File: src/rtl/fc_layer.sv
// Dense output layer: loads a feature map, MACs streamed row-major weights, adds biases and
// streams saturated Q-format scores. Define FC_ARGMAX_EN to output only the winning class index.
module fc_layer #(
    parameter int IN_SIZE    = 75,
    parameter int OUT_SIZE   = 10,
    parameter int DATA_WIDTH = 16,
    parameter int FRAC_BITS  = 8
) (
    input  logic                  clk,
    input  logic                  reset_n,
    input  logic                  start_fc,
    input  logic                  data_valid,
    input  logic [DATA_WIDTH-1:0] map_in_serial,
    input  logic [DATA_WIDTH-1:0] weight_serial,
    input  logic [DATA_WIDTH-1:0] bias_serial,
    output logic                  finish_fc,
    output logic [DATA_WIDTH-1:0] predict_out,
    output logic                  predict_out_valid
);

    localparam int ACC_W = 2 * DATA_WIDTH + $clog2(IN_SIZE) + 1;
    localparam int IW    = $clog2(IN_SIZE + 1);
    localparam int OW    = $clog2(OUT_SIZE + 1);
    localparam logic [IW-1:0] IN_LAST  = IW'(IN_SIZE - 1);
    localparam logic [OW-1:0] OUT_LAST = OW'(OUT_SIZE - 1);
    localparam logic signed [ACC_W-1:0] SAT_MAX =
        {{(ACC_W - DATA_WIDTH + 1){1'b0}}, {(DATA_WIDTH - 1){1'b1}}};
    localparam logic signed [ACC_W-1:0] SAT_MIN = ~SAT_MAX;

    typedef enum logic [2:0] {StIdle, StLoadMap, StMac, StBias, StDone} state_e;

    state_e                         state_q, state_d;
    logic        [DATA_WIDTH-1:0]   map_q [IN_SIZE];
    logic signed [ACC_W-1:0]        sum_q [OUT_SIZE];
    logic signed [ACC_W-1:0]        acc_q, acc_next;
    logic        [IW-1:0]           in_cnt_q;
    logic        [OW-1:0]           out_cnt_q;
    logic                           last_in, last_out;
    logic signed [2*DATA_WIDTH-1:0] product;
    logic signed [ACC_W-1:0]        bias_ext, biased, shifted;
    logic        [DATA_WIDTH-1:0]   score;

    always_comb begin
        last_in  = (in_cnt_q == IN_LAST);
        last_out = (out_cnt_q == OUT_LAST);
        product  = $signed(map_q[in_cnt_q]) * $signed(weight_serial);
        acc_next = acc_q + {{(ACC_W - 2 * DATA_WIDTH){product[2*DATA_WIDTH-1]}}, product};
        bias_ext = {{(ACC_W - DATA_WIDTH){bias_serial[DATA_WIDTH-1]}}, bias_serial};
        // Bias is aligned to the product scale (2*FRAC_BITS) before the floor shift.
        biased   = sum_q[out_cnt_q] + (bias_ext <<< FRAC_BITS);
        shifted  = biased >>> FRAC_BITS;
        if (shifted > SAT_MAX) begin
            score = SAT_MAX[DATA_WIDTH-1:0];
        end else if (shifted < SAT_MIN) begin
            score = SAT_MIN[DATA_WIDTH-1:0];
        end else begin
            score = shifted[DATA_WIDTH-1:0];
        end
    end

`ifdef FC_ARGMAX_EN
    logic signed [DATA_WIDTH-1:0] max_q, max_new;
    logic        [OW-1:0]         idx_q, idx_new;

    // Strict greater-than keeps the lowest index on ties.
    always_comb begin
        max_new = max_q;
        idx_new = idx_q;
        if (out_cnt_q == '0 || $signed(score) > max_q) begin
            max_new = $signed(score);
            idx_new = out_cnt_q;
        end
    end
`endif

    always_comb begin
        state_d = state_q;
        unique case (state_q)
            StIdle:    if (start_fc) state_d = StLoadMap;
            StLoadMap: if (data_valid && last_in) state_d = StMac;
            StMac:     if (data_valid && last_in && last_out) state_d = StBias;
            StBias:    if (data_valid && last_out) state_d = StDone;
            StDone:    state_d = StIdle;
            default:   state_d = StIdle;
        endcase
    end

    always_ff @(posedge clk) begin
        if (!reset_n) begin
            state_q <= StIdle;
        end else begin
            state_q <= state_d;
        end
    end

    always_ff @(posedge clk) begin
        if (state_q == StLoadMap && data_valid) begin
            map_q[in_cnt_q] <= map_in_serial;
        end
    end

    always_ff @(posedge clk) begin
        if (!reset_n) begin
            in_cnt_q          <= '0;
            out_cnt_q         <= '0;
            acc_q             <= '0;
            finish_fc         <= 1'b0;
            predict_out       <= '0;
            predict_out_valid <= 1'b0;
            for (int j = 0; j < OUT_SIZE; j++) sum_q[j] <= '0;
`ifdef FC_ARGMAX_EN
            max_q             <= '0;
            idx_q             <= '0;
`endif
        end else begin
            finish_fc         <= 1'b0;
            predict_out_valid <= 1'b0;
            unique case (state_q)
                StIdle: begin
                    if (start_fc) begin
                        in_cnt_q  <= '0;
                        out_cnt_q <= '0;
                        acc_q     <= '0;
                    end
                end
                StLoadMap: begin
                    if (data_valid) in_cnt_q <= last_in ? '0 : in_cnt_q + 1'b1;
                end
                StMac: begin
                    if (data_valid) begin
                        if (last_in) begin
                            sum_q[out_cnt_q] <= acc_next;
                            acc_q            <= '0;
                            in_cnt_q         <= '0;
                            out_cnt_q        <= last_out ? '0 : out_cnt_q + 1'b1;
                        end else begin
                            acc_q    <= acc_next;
                            in_cnt_q <= in_cnt_q + 1'b1;
                        end
                    end
                end
                StBias: begin
                    if (data_valid) begin
                        out_cnt_q <= last_out ? '0 : out_cnt_q + 1'b1;
`ifdef FC_ARGMAX_EN
                        max_q <= max_new;
                        idx_q <= idx_new;
                        if (last_out) begin
                            predict_out       <= DATA_WIDTH'(idx_new);
                            predict_out_valid <= 1'b1;
                            finish_fc         <= 1'b1;
                        end
`else
                        predict_out       <= score;
                        predict_out_valid <= 1'b1;
                        finish_fc         <= last_out;
`endif
                    end
                end
                StDone: ;
                default: ;
            endcase
        end
    end

endmodule

File: config.mk
export PLATFORM = sky130hd
export DESIGN_NAME = fc_layer
export DESIGN_NICKNAME = d
export VERILOG_FILES = /design/src/rtl/fc_layer.sv
export SDC_FILE = /design/constraint.sdc
export NUM_CORES = 2
export LEC_CHECK = 0
export ABC_AREA = 1
export CORE_MARGIN = 2
export CORE_UTILIZATION = 45
export CTS_CLUSTER_SIZE = 30
export DETAILED_ROUTE_END_ITERATION = 8
export PLACE_DENSITY_LB_ADDON = 0.15
export SYNTH_ARGS = -nofsm -noshare
export SYNTH_HDL_FRONTEND = slang
export SYNTH_SLANG_ARGS = --single-unit
File: constraint.sdc
create_clock -name clk -period 26 [get_ports clk]
set_clock_uncertainty 0.15 [all_clocks]
set_input_delay 5.2 -clock clk [delete_from_list [all_inputs] [get_ports clk]]
set_output_delay 5.2 -clock clk [all_outputs]
set_load 0.05 [all_outputs]
# ---- After elaboration in Yosys (flattened, before gate mapping)
# Memory sizes are Yosys's and may differ from the RTL's. A register that Yosys moved wholly into a read port is not among the register bits.
# Cells that the tools add are included.
dict set report word_totals {
  input_bits 52
  ramBits 1600
  regBits 72
  latchBits 0
  output_inout_bits 18
  n_memories 2
  rom_bits 0
}
# name words word_bits read_ports rd_clocked_by_memory_dff wr line_no
set memory_table {}
lappend memory_table {map_q 75 16 1 1 1 33} ;# logic [DATA_WIDTH-1:0] map_q [IN_SIZE];
lappend memory_table {sum_q 10 40 1 1 10 34} ;# logic signed [ACC_W-1:0] sum_q [OUT_SIZE];
dict set report op_classes {
  order_cmp 2
  n_shift 0
  bitwise_logic 0
  multipliers 1
  div 0
  addsub 4
  mux 37
  eq_ne 13
  n_reduce_logical 17
}
# cell n
set op_table {}
lappend op_table {{two-way mux 40 bit} 4}
lappend op_table {{case mux 40 bit (2 select lines)} 1}
lappend op_table {{adder 40 x 24 -> 40 bit} 1}
lappend op_table {{adder 40 bit} 1}
lappend op_table {{OR reduction 40 bit} 1}
lappend op_table {{two-way mux 7 bit} 5}
lappend op_table {{> comparator 32 x 16 -> 1 bit (second input constant)} 1}
lappend op_table {{< comparator 32 x 16 -> 1 bit (second input constant)} 1}
lappend op_table {{multiplier 16 x 16 -> 32 bit} 1}
lappend op_table {{two-way mux 16 bit} 2}
lappend op_table {{two-way mux 4 bit} 8}
lappend op_table {{inequality test 2 bit (second input constant)} 7}
lappend op_table {{case mux 7 bit (2 select lines)} 1}
lappend op_table {{two-way mux 3 bit} 4}
lappend op_table {{case mux 3 bit (4 select lines)} 1}
lappend op_table {{case mux 4 bit (3 select lines)} 1}
lappend op_table {{two-way mux 1 bit} 10}
lappend op_table {{AND reduction 3 bit} 3}
lappend op_table {{adder 7 x 1 -> 7 bit (second input constant)} 1}
lappend op_table {{equality test 7 bit (second input constant)} 1}
lappend op_table {{equality test 3 x 2 -> 1 bit (second input constant)} 2}
lappend op_table {{AND reduction 5 bit} 1}
lappend op_table {{adder 4 x 1 -> 4 bit (second input constant)} 1}
lappend op_table {{equality test 4 bit (second input constant)} 1}
lappend op_table {{other kinds (9)} 14}

# ---- Depth between registers and ports, before layout
dict set report logic_depth {
  ltp_word 8
  ltp_mapped 51
}

# ---- Least setup slack after synthesis
# No wires, ideal clock.
dict set report synth_timing {
  kind {input to register}
  start {in weight_serial[1]}
  end {mem sum_q[10][35] in the netlist's numbering, data pin}
  arrival_time_ns 11.932
  path_buffers 1
  path_stages 33
  slack_ns 13.633
  t_required_ns 25.565
  cell_sequence {inv_1 -> clkbuf_1 -> nor2_1 -> fa_1 -> inv_1 -> fa_1 -> fa_1 -> inv_1 -> fa_1 -> fa_1 -> inv_1 -> fa_1 -> inv_1 -> ha_1 -> a21oi_1 -> o21ai_0 -> a21oi_1 -> nand2_1 -> a21oi_1 -> o21ai_1 -> a21oi_1 -> o21ai_1 -> xor2_1 -> ha_1 -> nand2_1 -> inv_1 -> a21oi_1 -> o21ai_0 -> a31oi_1 -> nand3_1 -> or2_2 -> nand2_1 -> nor2_1}
}
# item line_no
set synth_rtl {}
lappend synth_rtl {{start: declaration} 14} ;# input logic [DATA_WIDTH-1:0] weight_serial,
lappend synth_rtl {{end: declaration} 34}

==> impl_metrics.csv <==
group,metric,value,unit
drt,firstDrtPassIters,6,
synth,yosysUniqueCellTypes,59,
sta,maxSlewHeadroom,21.0,%
global_routing,overflow,0,
critical_path,critPathCaptureType,"flip-flop",
drt,drtAntennaViolNets,0,
status,status,"finished clean",
placed_design,io_buffers,69,
clocking,path_clk_slew,60,ps
synth,synth_commonest_cells,"1712 x edfxtp_1, 1327 x nor2_1, 927 x o21ai_0",
clocking,clk_latency,870,ps
hold_path,whs_path_depth,2,
sta,final.setup.tns,0,ps
critical_path,worstSetupPathType,"reg -> reg",
hold_path,hp-start,"acc_q[5]",
critical_path,start_kind,"flip-flop",
synth,syn_nets,8312,
hold_path,hold-path-endpoint,"acc_q[5]",
clocking,cts.path.max_buffers,3,
global_routing,grt_pass1_vias,58361,
finish,multi_input_area,0.0296,mm²
clocking,cts.sinks,1795,
placed_design,dpl-instance-area,0.0906,mm²
finish,seqCellArea,0.0531,mm²
clocking,cts_root_buf,"clkbuf_16",
synth,ys_warn_count,0,
floorplanning,io_pins,70,
synth,synth_most_common_cell,"edfxtp_1",
finish,syn_to_final_growth,10.5,%
placed_design,dpl.hpwl,162000,µm
hold_path,hold_path_class,"reg -> reg",
sta,fmax,71.1,MHz
critical_path,cp_max_fo,68,
global_routing,grt_max_degree,198,
synth,synth_top_area_share,58.7,%
synth,yosysTopAreaCell,"edfxtp_1",
sta,setup_violations,0,
finish,nNetsFinal,8322,
synth,synth.yosys.seq_area_share,60.6,%
floorplanning,die-area,0.198,mm²
floorplanning,core_area,0.193,mm²
synth,synth_area_leaders,"edfxtp_1 59%, fa_1 6.0%, nor2_1 5.7%",
sta,worst_slew_pin_slew,1190,ps
synth,synth_edf_count,1712,
sta,drv_slew,0,
sta,period_minus_slack,14060,ps
finish,fin_area,0.0968,mm²
global_routing,grt_pass1_wl,388000,µm
run,cap_violations,0,
critical_path,crit_path_top_delay_cell,"dfxtp_4",
sta,finalHoldViolCount,0,
sta,fin_crit_sh,54.1,%
floorplanning,fp.dieW,445,µm
placed_design,gp_congestion,0.974,
critical_path,critPathMostFrequentCell,"inv_1",
floorplanning,num_rows,161,
drt,wirelength,262000,µm
critical_path,cp.arrival,14590,ps
synth,ys_ff_latch,1795,
sta,rsz0062_at_grt,"false",
finish,utilization,50.1,%
drt,drtIter0Drc,6131,
global_routing,antenna_found_initial,4,
clocking,post_cts_resized,0,
clocking,numCtsBuffers,188,
floorplanning,die_h,445,µm
clocking,cts_tree,"yes",
sta,fin_ws,11940,ps
critical_path,r2r_cells,45,
critical_path,r2r_setup_slack,11940,ps
drt,vias,60153,
synth,synthesis.area,0.0876,mm²
finish,num-fill-cells,17242,
critical_path,cpPeakStageDelay,790,ps
clocking,htree_levels,4,
clocking,ctsHoldBuffers,0,
floorplanning,initial_core_util,45.4,%
synth,netlist_instances,7838,
synth,async_flop_share,0,%
drt,viasPerCell,5.71,
placed_design,pre_cts_ws,11390,ps
synth,syn_area_per_cell,11.2,µm²
drt,wl_per_cell,24.9,µm
critical_path,worstPathRequired,26540,ps
finish,final_layout_size_suffix_gt1_share,7.88,%
global_routing,grt_use_total,26.2,%
synth,synthFlopType,"edfxtp_1",
drt,drc_errors,0,
critical_path,r2r-end,"sum_q[0][38]",
clocking,post_cts_buffers,0,
[cell usage in the layout (no fill, tap or decap), types with 9 or more instances in the layout]
| cell | count |
|---|---|
| clkdlybuf4s50_1 | 52 |
| nand2_2 | 33 |
| inv_1 | 705 |
| fa_1 | 264 |
| ha_1 | 158 |
| clkinv_16 | 11 |
| or2_2 | 20 |
| edfxtp_1 | 1712 |
| or2_1 | 11 |
| clkinv_2 | 19 |
| nand3_1 | 220 |
| bufinv_16 | 15 |
| inv_2 | 31 |
| dfxtp_1 | 76 |
| nor2_2 | 35 |
| xnor2_1 | 27 |
| a31oi_1 | 17 |
| o21bai_1 | 13 |
| a21oi_2 | 14 |
| nor3_1 | 33 |
| nand4_1 | 22 |
| o21ai_0 | 926 |
| nand2_1 | 690 |
| nand3_2 | 9 |
| o21ai_1 | 27 |
| a21oi_1 | 274 |
| clkinv_1 | 47 |
| buf_4 | 176 |
| a21o_1 | 13 |
| o22ai_1 | 272 |
| mux2i_1 | 124 |
| clkbuf_16 | 189 |
| o221ai_1 | 66 |
| o211ai_1 | 188 |
| xor2_1 | 35 |
| buf_2 | 14 |
| clkbuf_1 | 55 |
| nor2_4 | 16 |
| nor2_1 | 1322 |
[cell families after synthesis]
| kind of cell | share of synthesized area (%) |
|---|---|
| AND/OR/NAND/NOR | 11.5 |
| AO/OA/AOI/OAI | 11.9 |
| flip-flops | 60.6 |
| buffers and inverters | 5.69 |
| adder cells (fa/ha/maj) | 8.29 |
| multiplexers | 1.42 |
| XOR/XNOR | 0.639 |
[layout make-up]
| class | count | area share, % |
|---|---|---|
| flip-flops and latches | 1795 | 54.9 |
| inverters | 743 | 2.92 |
| clock buffers | 247 | 5.14 |
| repair buffers | 245 | 2.04 |
| diodes | 3 | 0.00776 |
| multi-input cells | 4875 | 30.6 |
| clock inverters | 102 | 1.20 |
| well taps | 2526 | 3.27 |
[critical path, delay by kind of cell, from the launching register on]
kind	cells	cell delay, ps
adders and majority gates	8	4210
buffers and inverters	15	3850
DFF	1	790
and+or+nand+nor	18	3610
AOI/OAI and AO/OA	4	1030
[worst max path at each step]
stage	slack [ps]	start	endpoint	depth (start not counted)
2_1_floorplan	13630	weight_serial[1]	sum_q[10][35]	33
6_report	11940	flip-flop	sum_q[0][38]	45
4_1_cts	11950	flip-flop	sum_q[0][38]	45
3_3_place_gp	11540	weight_serial[1]	sum_q[6][38]	35
3_5_place_dp	11390	weight_serial[4]	sum_q[0][38]	35
5_1_grt	11070	flip-flop	sum_q[5][38]	45
[routing by layer]
layer | GRT usage, % | vias up | wire length, µm
met4 | 8.16 | 0 | 8150
met3 | 3.63 | 379 | 17500
li1 | - | 27453 | -
met5 | 0 | - | 0
met2 | 42.1 | 2215 | 123000
met1 | 36.9 | 30106 | 114000
[stage by stage]
step / hold WS (ps) / instances
detailed placement: 314 / 10184
global placement: 309 / 10184
global route: 336 / 10535
finish: 321 / 10536
CTS: 324 / 10533
floorplan: 300 / 7838
[registers in the layout, summed over array words and instances, names as in the netlist, named ones only]
name               count
acc_q                 40
finish_fc              1
predict_out           16
sum_q                512
map_q               1200
state_q                3
in_cnt_q               7
predict_out_valid      1
out_cnt_q              4
Power is left out: the tool's default activity adds up to more than one toggle a clock period on the data nets, which glitch-free logic cannot reach.
